## src/rtl/i2c_slave_if.sv

```systemverilog
// I2C slave front end: synchronizes SCL/SDA, decodes START/STOP, answers SLAVE_ADDRESS and moves bytes to/from a host.
// Latency: bus edges reach the FSM 2 cycles after the pins change; host pulses are registered (1 more cycle).
// Backpressure: the host cannot stall writes; reads stall by holding SCL low only when I2C_SLAVE_CLK_STRETCH_EN is defined.
module i2c_slave_if #(
   parameter int                        I2C_ADDR_WIDTH = 7,
   parameter int                        I2C_DATA_WIDTH = 8,
   parameter logic [I2C_ADDR_WIDTH-1:0] SLAVE_ADDRESS  = 7'h22
) (
   input  logic                      clk_i,
   input  logic                      rst_n_i,
   input  logic                      scl_i,
   input  logic                      sda_i,
   output logic                      scl_o,
   output logic                      sda_o,
   output logic                      xfer_start_o,
   output logic                      xfer_rw_o,
   output logic [I2C_DATA_WIDTH-1:0] wr_data_o,
   output logic                      wr_valid_o,
   output logic                      rd_req_o,
   input  logic [I2C_DATA_WIDTH-1:0] rd_data_i,
   input  logic                      rd_valid_i,
   output logic                      xfer_done_o,
   output logic [I2C_ADDR_WIDTH-1:0] mon_addr_o,
   output logic                      busy_o
);

   localparam int            CW       = $clog2(I2C_DATA_WIDTH + 1);
   localparam logic [CW-1:0] LAST_BIT = CW'(I2C_DATA_WIDTH);
   localparam int            MSB      = I2C_DATA_WIDTH - 1;

   typedef enum logic [2:0] {
      IDLE, ADDR, ADDR_ACK, WR_DATA, WR_ACK, RD_DATA, RD_ACK, IGNORE
   } state_t;

   state_t                    state_q;
   logic [I2C_DATA_WIDTH-1:0] shift_q;
   logic [CW-1:0]             bit_cnt_q;
   logic                      sda_q, start_q, rw_q, wr_valid_q, rd_req_q, done_q, busy_q;
   logic                      active_q, load_pend_q;
   logic [I2C_DATA_WIDTH-1:0] wr_data_q;
   logic [I2C_ADDR_WIDTH-1:0] mon_addr_q;
   logic                      scl_s1_q, scl_s2_q, scl_prev_q;
   logic                      sda_s1_q, sda_s2_q, sda_prev_q;

   logic scl_rise, scl_fall, start_det, stop_det, addr_match;

   // Two-flop synchronizers plus one history stage; reset to the idle (released) bus level so no edge is seen on exit.
   always_ff @(posedge clk_i or negedge rst_n_i) begin
      if (!rst_n_i) begin
         {scl_s1_q, scl_s2_q, scl_prev_q} <= 3'b111;
         {sda_s1_q, sda_s2_q, sda_prev_q} <= 3'b111;
      end else begin
         {scl_s1_q, scl_s2_q, scl_prev_q} <= {scl_i, scl_s1_q, scl_s2_q};
         {sda_s1_q, sda_s2_q, sda_prev_q} <= {sda_i, sda_s1_q, sda_s2_q};
      end
   end

   // SCL must be high on both sides of the SDA edge, so an SDA change coinciding with an SCL release is data, not START/STOP.
   assign scl_rise   = scl_s2_q & ~scl_prev_q;
   assign scl_fall   = ~scl_s2_q & scl_prev_q;
   assign start_det  = scl_s2_q & scl_prev_q & sda_prev_q & ~sda_s2_q;
   assign stop_det   = scl_s2_q & scl_prev_q & ~sda_prev_q & sda_s2_q;
   assign addr_match = (shift_q[MSB -: I2C_ADDR_WIDTH] == SLAVE_ADDRESS);

`ifdef I2C_SLAVE_CLK_STRETCH_EN
   logic scl_q;
   assign scl_o = scl_q;
`else
   logic unused_rd_valid;
   assign unused_rd_valid = rd_valid_i;
   assign scl_o           = 1'b1;
`endif

   // Protocol FSM: START/STOP override every state; bits sampled on SCL rise, SDA changed only after SCL fall.
   always_ff @(posedge clk_i or negedge rst_n_i) begin
      if (!rst_n_i) begin
         state_q     <= IDLE;
         shift_q     <= '0;
         bit_cnt_q   <= '0;
         sda_q       <= 1'b1;
         start_q     <= 1'b0;
         rw_q        <= 1'b0;
         wr_data_q   <= '0;
         wr_valid_q  <= 1'b0;
         rd_req_q    <= 1'b0;
         done_q      <= 1'b0;
         mon_addr_q  <= '0;
         busy_q      <= 1'b0;
         active_q    <= 1'b0;
         load_pend_q <= 1'b0;
`ifdef I2C_SLAVE_CLK_STRETCH_EN
         scl_q       <= 1'b1;
`endif
      end else begin
         start_q    <= 1'b0;
         wr_valid_q <= 1'b0;
         rd_req_q   <= 1'b0;
         done_q     <= 1'b0;
         if (start_det || stop_det) begin
            // active_q marks an ACKed transfer, so a NACKed address never reports done
            done_q      <= active_q;
            active_q    <= 1'b0;
            busy_q      <= start_det;
            state_q     <= start_det ? ADDR : IDLE;
            bit_cnt_q   <= '0;
            sda_q       <= 1'b1;
            load_pend_q <= 1'b0;
`ifdef I2C_SLAVE_CLK_STRETCH_EN
            scl_q       <= 1'b1;
`endif
         end else begin
            case (state_q)
               ADDR: begin
                  if (scl_rise) begin
                     shift_q   <= {shift_q[MSB-1:0], sda_s2_q};
                     bit_cnt_q <= bit_cnt_q + CW'(1);
                  end else if (scl_fall && bit_cnt_q == LAST_BIT) begin
                     bit_cnt_q <= '0;
                     if (addr_match) begin
                        sda_q      <= 1'b0;
                        start_q    <= 1'b1;
                        rw_q       <= shift_q[0];
                        mon_addr_q <= shift_q[MSB -: I2C_ADDR_WIDTH];
                        active_q   <= 1'b1;
                        state_q    <= ADDR_ACK;
                     end else begin
                        state_q    <= IGNORE;
                     end
                  end
               end
               ADDR_ACK: begin
                  if (scl_fall) begin
                     sda_q <= 1'b1;
                     if (rw_q) begin
                        rd_req_q    <= 1'b1;
                        load_pend_q <= 1'b1;
                        state_q     <= RD_DATA;
                     end else begin
                        state_q     <= WR_DATA;
                     end
                  end
               end
               WR_DATA: begin
                  if (scl_rise) begin
                     shift_q   <= {shift_q[MSB-1:0], sda_s2_q};
                     bit_cnt_q <= bit_cnt_q + CW'(1);
                  end else if (scl_fall && bit_cnt_q == LAST_BIT) begin
                     wr_data_q  <= shift_q;
                     wr_valid_q <= 1'b1;
                     sda_q      <= 1'b0;
                     bit_cnt_q  <= '0;
                     state_q    <= WR_ACK;
                  end
               end
               WR_ACK: begin
                  if (scl_fall) begin
                     sda_q   <= 1'b1;
                     state_q <= WR_DATA;
                  end
               end
               RD_DATA: begin
                  // load_pend_q is high exactly while rd_req_o is asserted (or while stretching)
                  if (load_pend_q) begin
`ifdef I2C_SLAVE_CLK_STRETCH_EN
                     if (rd_valid_i) begin
                        shift_q     <= rd_data_i;
                        sda_q       <= rd_data_i[MSB];
                        load_pend_q <= 1'b0;
                        scl_q       <= 1'b1;
                     end else begin
                        scl_q       <= 1'b0;
                     end
`else
                     shift_q     <= rd_data_i;
                     sda_q       <= rd_data_i[MSB];
                     load_pend_q <= 1'b0;
`endif
                  end else if (scl_rise) begin
                     bit_cnt_q <= bit_cnt_q + CW'(1);
                  end else if (scl_fall) begin
                     if (bit_cnt_q == LAST_BIT) begin
                        sda_q     <= 1'b1;
                        bit_cnt_q <= '0;
                        state_q   <= RD_ACK;
                     end else begin
                        shift_q   <= {shift_q[MSB-1:0], 1'b0};
                        sda_q     <= shift_q[MSB-1];
                     end
                  end
               end
               RD_ACK: begin
                  // NACK ends the read on the rising edge; otherwise the following fall starts the next byte
                  if (scl_rise && sda_s2_q) begin
                     state_q <= IGNORE;
                  end else if (scl_fall) begin
                     rd_req_q    <= 1'b1;
                     load_pend_q <= 1'b1;
                     state_q     <= RD_DATA;
                  end
               end
               default: ;
            endcase
         end
      end
   end

   assign sda_o        = sda_q;
   assign xfer_start_o = start_q;
   assign xfer_rw_o    = rw_q;
   assign wr_data_o    = wr_data_q;
   assign wr_valid_o   = wr_valid_q;
   assign rd_req_o     = rd_req_q;
   assign xfer_done_o  = done_q;
   assign mon_addr_o   = mon_addr_q;
   assign busy_o       = busy_q;

endmodule

```

## config.mk

```make
export PLATFORM = sky130hd
export DESIGN_NAME = i2c_slave_if
export DESIGN_NICKNAME = d
export VERILOG_FILES = /design/src/rtl/i2c_slave_if.sv
export SDC_FILE = /design/constraint.sdc
export NUM_CORES = 1
export LEC_CHECK = 0
export CAP_MARGIN = 20
export CORE_MARGIN = 4
export CORE_UTILIZATION = 50
export CTS_CLUSTER_DIAMETER = 50
export DETAILED_ROUTE_END_ITERATION = 12
export PLACE_DENSITY_LB_ADDON = 0.3
export SYNTH_ARGS = -nofsm -noshare
export SYNTH_HDL_FRONTEND = slang
export SYNTH_SLANG_ARGS = --single-unit
```

## constraint.sdc

```tcl
create_clock -name clk_i -period 3.7 [get_ports clk_i]
set_clock_uncertainty 0.05 [all_clocks]
set_input_delay 0.74 -clock clk_i [delete_from_list [all_inputs] [get_ports clk_i]]
set_output_delay 0.74 -clock clk_i [all_outputs]
set_load 0.05 [all_outputs]
```

==> summary.txt, run 1 <==
Post-Route Setup TNS -> 0 ns
height of the chip -> 76.4 um
row cnt -> 24
Area contributors post-synth -> dfrtp_1 41%, mux2_2 11%, dfstp_2 7.9%, ha_1 2.7%, a21oi_1 2.4%
Net Sw Frac -> 0.363
max-cap viol count -> 0
antenna-violating nets left -> 0
Total GRT Usage -> 0.165
multi-input logic area -> 1100 sq um
Critical path buffers and inverters -> 1
Final setup viols -> 0
crit-path max FO -> 2
HP Class -> reg2reg
first-pass GRT wire length -> 7990 um
Die ar. -> 5840 sq um
P_leak -> 1.29 nW
Final nets -> 251
I/O pin count -> 36
# clock sinks -> 45
worst skew pair latency -> 0.30 ns
Post-synth top flop -> dfrtp_1
Register Area -> 1130 sq um
Synth Area per Inst -> 11.5 sq um
crit path time final -> 2.41 ns
syn nets -> 221
vias in the first global route -> 1692
fill count -> 362
Post-synth EDFFs -> 0
RD Place Congestion -> 0.803
GR peak layer -> met2
Synth Register Bits -> 45
largest net degree at the start of global routing -> 46
DP HPWL -> 3070 um
diodes inserted -> 0
crit-path leading delay family -> buffers and inverters
Yosys warning total -> 0
RSZ-0062 raised after global routing -> no
sequential fraction of design power -> 0.427
Port Buf Inserts -> 33
Core ar. -> 4440 sq um
hold buffers post-CTS -> 0
Gate power share -> 0.326
Initial Util -> 0.526
met1 GRT Util -> 0.221
chip width -> 76.4 um
maximum VDD drop -> 0.343 mV
CP endpoint kind -> output pin
via count -> 1605
Netlist cell types -> 56
Post-synth ARST share -> 1.00
Final Cycle Share -> 0.651
sequential area share after synthesis -> 0.485
Max Fclk -> 0.415 GHz
total setup buffers inserted after CTS -> 0
Clock power frac -> 0.247
worst hold slack -> 0.302 ns
Critical Path Start Type -> register
internal power -> 1.14 mW
CP Data Required Time -> 2.91 ns
Initial DRT Pass Iterations -> 5
PwrDens -> 630 nW/um^2
Initial DRC Count -> 170
grt total ovfl -> 0
M3 GR Usage -> 0.0319
CTS-repair resized insts -> 0
worst path cell trace -> clkdlybuf4s50_1
drc violations -> 0
status -> completed
Max-slew headroom -> 0.484
total CTS buffers -> 5
CTS tree -> done
share of cells above drive strength 1 -> 0.265
htree depth -> 2
CP max stage cell -> clkdlybuf4s50_1
Area growth, synth to finish -> 21.1%
initial antenna violation count -> 0
final hold violations -> 0
Crit Path Class -> reg2out
DRT Wirelength -> 4350 um
Slew Limit Fails -> 0
switching power -> 0.649 mW
delay of the slowest critical-path stage -> 0.79 ns
post-synthesis cell area -> 2340 sq um
M2 GR Usage -> 0.272
area leader, netlist -> dfrtp_1
Arr. time, crit path -> 1.62 ns
Slew @ Worst Pin -> 0.774 ns
post-synth top area share -> 0.406
post-synthesis cell count -> 203
drt via density -> 5.61
CTS root buffer -> clkbuf_8
Reg clk slew, reported paths -> 0.09 ns
Max Root-Sink Buffers -> 2
WL/cell -> 15.2 um
[layout by cell type, fill, tap and decap left out, types with 5 or more instances in the layout]
cell	instances
dfrtp_1	38
clkdlybuf4s50_1	32
mux2_2	23
nand2_1	14
a21oi_1	11
inv_1	10
nor2_1	8
nand3_1	7
dfstp_2	7
o21ai_0	6
and2_2	5
ha_1	5
clkbuf_8	5
[path summary, 6_finish.rpt]
check                           start           end  slack [ns]  cells after the start
min in group asynchronous     rst_n_i  wr_data_o[7]        0.39                      1
max reg2reg                state_q[1]    shift_q[1]        1.48                      5
min reg2reg                  sda_s1_q      sda_s2_q        0.30                      0
min                          sda_s1_q      sda_s2_q        0.30                      0
max in group asynchronous     rst_n_i      scl_s2_q        2.61                      2
max                             sda_o         sda_o        1.29                      1
[area by class of cell]
class	instances	area share
sequential	45	0.400
multi-input combinational	136	0.389
timing repair buffer	34	0.125
clock buffer	5	0.0243
clock inverter	3	0.0243
tap	52	0.0230
inverter	11	0.0146
[power groups by stage]
stage / clock (mW) / combinational [mW] / sequential, mW
floorplan: 0 / 0.559 / 0.673
global placement: 0 / 0.559 / 0.770
detailed placement: 0 / 0.575 / 0.771
CTS: 0.457 / 0.581 / 0.760
global route: 0.479 / 0.649 / 0.788
finish: 0.441 / 0.583 / 0.762
[state kept, by name (all words and copies together), names as in the netlist]
register and count:
shift_q 8, wr_data_o 8, mon_addr_o 7, bit_cnt_q 4
state_q 3, active_q 1, busy_o 1, load_pend_q 1
rd_req_o 1, scl_prev_q 1, scl_s1_q 1, scl_s2_q 1
sda_o 1, sda_prev_q 1, sda_s1_q 1, sda_s2_q 1
wr_valid_o 1, xfer_done_o 1, xfer_rw_o 1, xfer_start_o 1
[cells by family after synthesis]
family | after synthesis | share of synthesized area
adders and majority gates | 5 | 0.0267
xor gates and xnor gates | 2 | 0.00749
and+or+nand+nor | 63 | 0.191
buffers and inverters | 22 | 0.0438
AOI/OAI and AO/OA | 39 | 0.118
DFF | 45 | 0.485
muxes | 26 | 0.126
other | 1 | 0.00160
[cells in the mapped netlist, types with 3 or more instances]
cell type	number
buf_2	7
nor3_1	3
and2_2	5
buf_4	3
nand2_1	14
ha_1	5
o211ai_1	3
nand4_1	3
mux2_2	23
dfrtp_1	38
nand3_1	7
nor2_1	8
a31oi_1	3
a21oi_1	11
dfstp_2	7
inv_1	10
o21ai_0	6
[metal layers]
layer,wire length [um],vias up
met5,0,-
met4,55,0
met1,2030,777
met3,144,6
li1,-,781
met2,2120,41
[metrics by stage]
stage / util / cells / power, mW / setup slack (ns) / instance area [sq um]
floorplan: - / 203 / 1.23 / 1.84 / 2340
global placement: 0.601 / 277 / 1.33 / 1.50 / 2670
CTS: 0.631 / 285 / 1.80 / 1.26 / 2810
detailed placement: 0.601 / 277 / 1.35 / 1.49 / 2670
global route: 0.638 / 286 / 1.92 / 1.24 / 2830
finish: 0.638 / 286 / 1.79 / 1.29 / 2830
(Power assumes the default switching activity.)
==> inputs of run 2 (changes only) <==
--- a/config.mk
+++ b/config.mk
@@ -7,7 +7,7 @@
 export LEC_CHECK = 0
 export CAP_MARGIN = 20
 export CORE_MARGIN = 4
-export CORE_UTILIZATION = 50
+export CORE_UTILIZATION = 48
 export CTS_CLUSTER_DIAMETER = 50
 export DETAILED_ROUTE_END_ITERATION = 12
 export PLACE_DENSITY_LB_ADDON = 0.3
==> constraint.sdc (replaced) <==
create_clock -name clk_i -period 2.2 [get_ports clk_i]
set_clock_uncertainty 0.05 [all_clocks]
set_input_delay 0.44 -clock clk_i [delete_from_list [all_inputs] [get_ports clk_i]]
set_output_delay 0.44 -clock clk_i [all_outputs]
set_load 0.05 [all_outputs]
==> summary.txt, run 2 (synthesis gave the netlist of run 1 again) <==
Max Root-Sink Buffers -> 2 (unchanged)
DP HPWL -> 3300 um (was 3070 um)
Initial Util -> 0.495 (was 0.526)
total CTS buffers -> 5 (unchanged)
htree depth -> 2 (unchanged)
Initial DRT Pass Iterations -> 4 (was 5)
worst skew pair latency -> 0.30 ns (about the same)
CTS tree -> done (unchanged)
CP max stage cell -> dfstp_2 (was clkdlybuf4s50_1)
fill count -> 391 (was 362)
worst hold slack -> 0.0676 ns (was 0.302 ns)
WL/cell -> 14.9 um (was 15.2 um)
drc violations -> 0 (unchanged)
total setup buffers inserted after CTS -> 0 (unchanged)
worst r2r src -> scl_s2_q (was state_q[1])
Worst Setup Slack, final -> 0.147 ns (was 1.29 ns)
HP Class -> in2async (was reg2reg)
Arr. time, crit path -> 2.23 ns (was 1.62 ns)
I/O pin count -> 36 (unchanged)
chip width -> 77.8 um (was 76.4 um)
RSZ-0062 raised after global routing -> no (unchanged)
Slew @ Worst Pin -> 0.630 ns (was 0.774 ns)
Setup WS pre-CTS -> 0.130 ns (was 1.49 ns)
delay of the slowest critical-path stage -> 0.57 ns (was 0.79 ns)
Max Fclk -> 0.487 GHz
CP endpoint kind -> register (was output pin)
crit path time final -> 2.05 ns
status -> completed (unchanged)
CTS-repair resized insts -> 0 (unchanged)
RD Place Congestion -> 0.794 (was 0.803)
# clock sinks -> 45 (unchanged)
maximum VDD drop -> 0.629 mV (was 0.343 mV)
drt via density -> 5.41 (was 5.61)
share of cells above drive strength 1 -> 0.298 (was 0.265)
Die ar. -> 6060 sq um (was 5840 sq um)
via count -> 1672 (was 1605)
CTS root buffer -> clkbuf_8 (unchanged)
Critical Path Start Type -> register (unchanged)
commonest non-fill, non-tap cells in the layout -> 38 x dfrtp_1, 31 x clkdlybuf4s50_1, 23 x mux2_2 (was 38 x dfrtp_1, 32 x clkdlybuf4s50_1, 23 x mux2_2)
Reg clk slew, reported paths -> 0.08 ns (was 0.09 ns)
worst path cell trace -> inv_1 -> ha_1 -> inv_1 -> a21oi_1 -> o32ai_1 -> buf_4 -> nand2_1 -> a31oi_1 (was clkdlybuf4s50_1)
Total GRT Usage -> 0.167 (was 0.165)
antenna-violating nets left -> 0 (unchanged)
Port Buf Inserts -> 33 (unchanged)
most common cell after layout, fill and taps aside -> dfrtp_1 (unchanged)
Setup crit start -> scl_s2_q (was sda_o)
Post-Route Setup TNS -> 0 ns (unchanged)
Slew Limit Fails -> 0 (unchanged)
PwrDens -> 1050 nW/um^2 (was 630 nW/um^2)
row cnt -> 25 (was 24)
P_leak -> 1.32 nW (was 1.29 nW)
design area -> 2900 sq um (was 2830 sq um)
diodes inserted -> 0 (unchanged)
Final Cycle Share -> 0.933
Core ar. -> 4720 sq um (was 4440 sq um)
Area growth, synth to finish -> 24.0% (was 21.1%)
crit-path max FO -> 5 (was 2)
most frequent CP cell -> inv_1
crit-path leading delay family -> compound AO/OA/AOI/OAI gates (was buffers and inverters)
CP Data Required Time -> 2.37 ns (was 2.91 ns)
first-pass GRT wire length -> 8020 um (was 7990 um)
grt total ovfl -> 0 (unchanged)
Final nets -> 259 (was 251)
initial antenna violation count -> 0 (unchanged)
Final setup viols -> 0 (unchanged)
max-cap viol count -> 0 (unchanged)
Crit Path Class -> reg2reg (was reg2out)
Initial DRC Count -> 69 (was 170)
largest net degree at the start of global routing -> 24 (was 46)
vias in the first global route -> 1715 (was 1692)
Critical path buffers and inverters -> 3 (was 1)
fin util -> 0.614 (was 0.638)
final hold violations -> 0 (unchanged)
DP Area -> 2780 sq um (was 2670 sq um)
Max-slew headroom -> 0.580 (was 0.484)
DRT Wirelength -> 4610 um (was 4350 um)
height of the chip -> 77.8 um (was 76.4 um)
hold buffers post-CTS -> 0 (unchanged)
[run 2: worst reg2reg max path, stage by stage, from the launching register on]
cell     delay (ns)
dfstp_2        0.57
inv_1          0.05
ha_1           0.25
inv_1          0.22
a21oi_1        0.13
o32ai_1        0.30
buf_4          0.19
nand2_1        0.05
a31oi_1        0.18
[run 2: layout make-up]
class                   count  area, sq um  share of cell area
clock buffers               6         82.6              0.0285
flip-flops and latches     45         1130               0.391
clock inverters             2         37.5              0.0129
repair buffers             42          415               0.143
well taps                  67         83.8              0.0289
inverters                  11         41.3              0.0142
multi-input cells         136         1100               0.381
[run 2: where the power goes]
part	internal [mW]	switching (mW)	leakage (nW)
clock	0.369	0.284	0.0574
sequential	0.977	0.251	0.584
combinational	0.577	0.574	0.675
total	1.92	1.11	1.32
[run 2: worst paths after layout]
path | depth (start not counted) | to | slack (ns)
setup / recovery | 8 | state_q[2] | 0.15
hold / removal | 1 | bit_cnt_q[2] | 0.07
setup reg to reg | 8 | state_q[2] | 0.15
hold reg to reg | 0 | scl_s2_q | 0.31
max in group asynchronous | 2 | scl_s2_q | 1.45
min in group clk_i | 0 | scl_s2_q | 0.31
[run 2: through the flow]
stage | power [mW] | instances
floorplan | 2.07 | 203
detailed placement | 2.39 | 301
global placement | 2.36 | 301
CTS | 3.06 | 309
global route | 3.24 | 309
finish | 3.03 | 309
[run 2: layer usage]
layer	routed length (um)	vias up	track usage
li1	-	796	-
met1	2110	830	0.209
met4	74	0	0.0712
met5	0	-	0
met3	192	7	0.0348
met2	2230	39	0.277
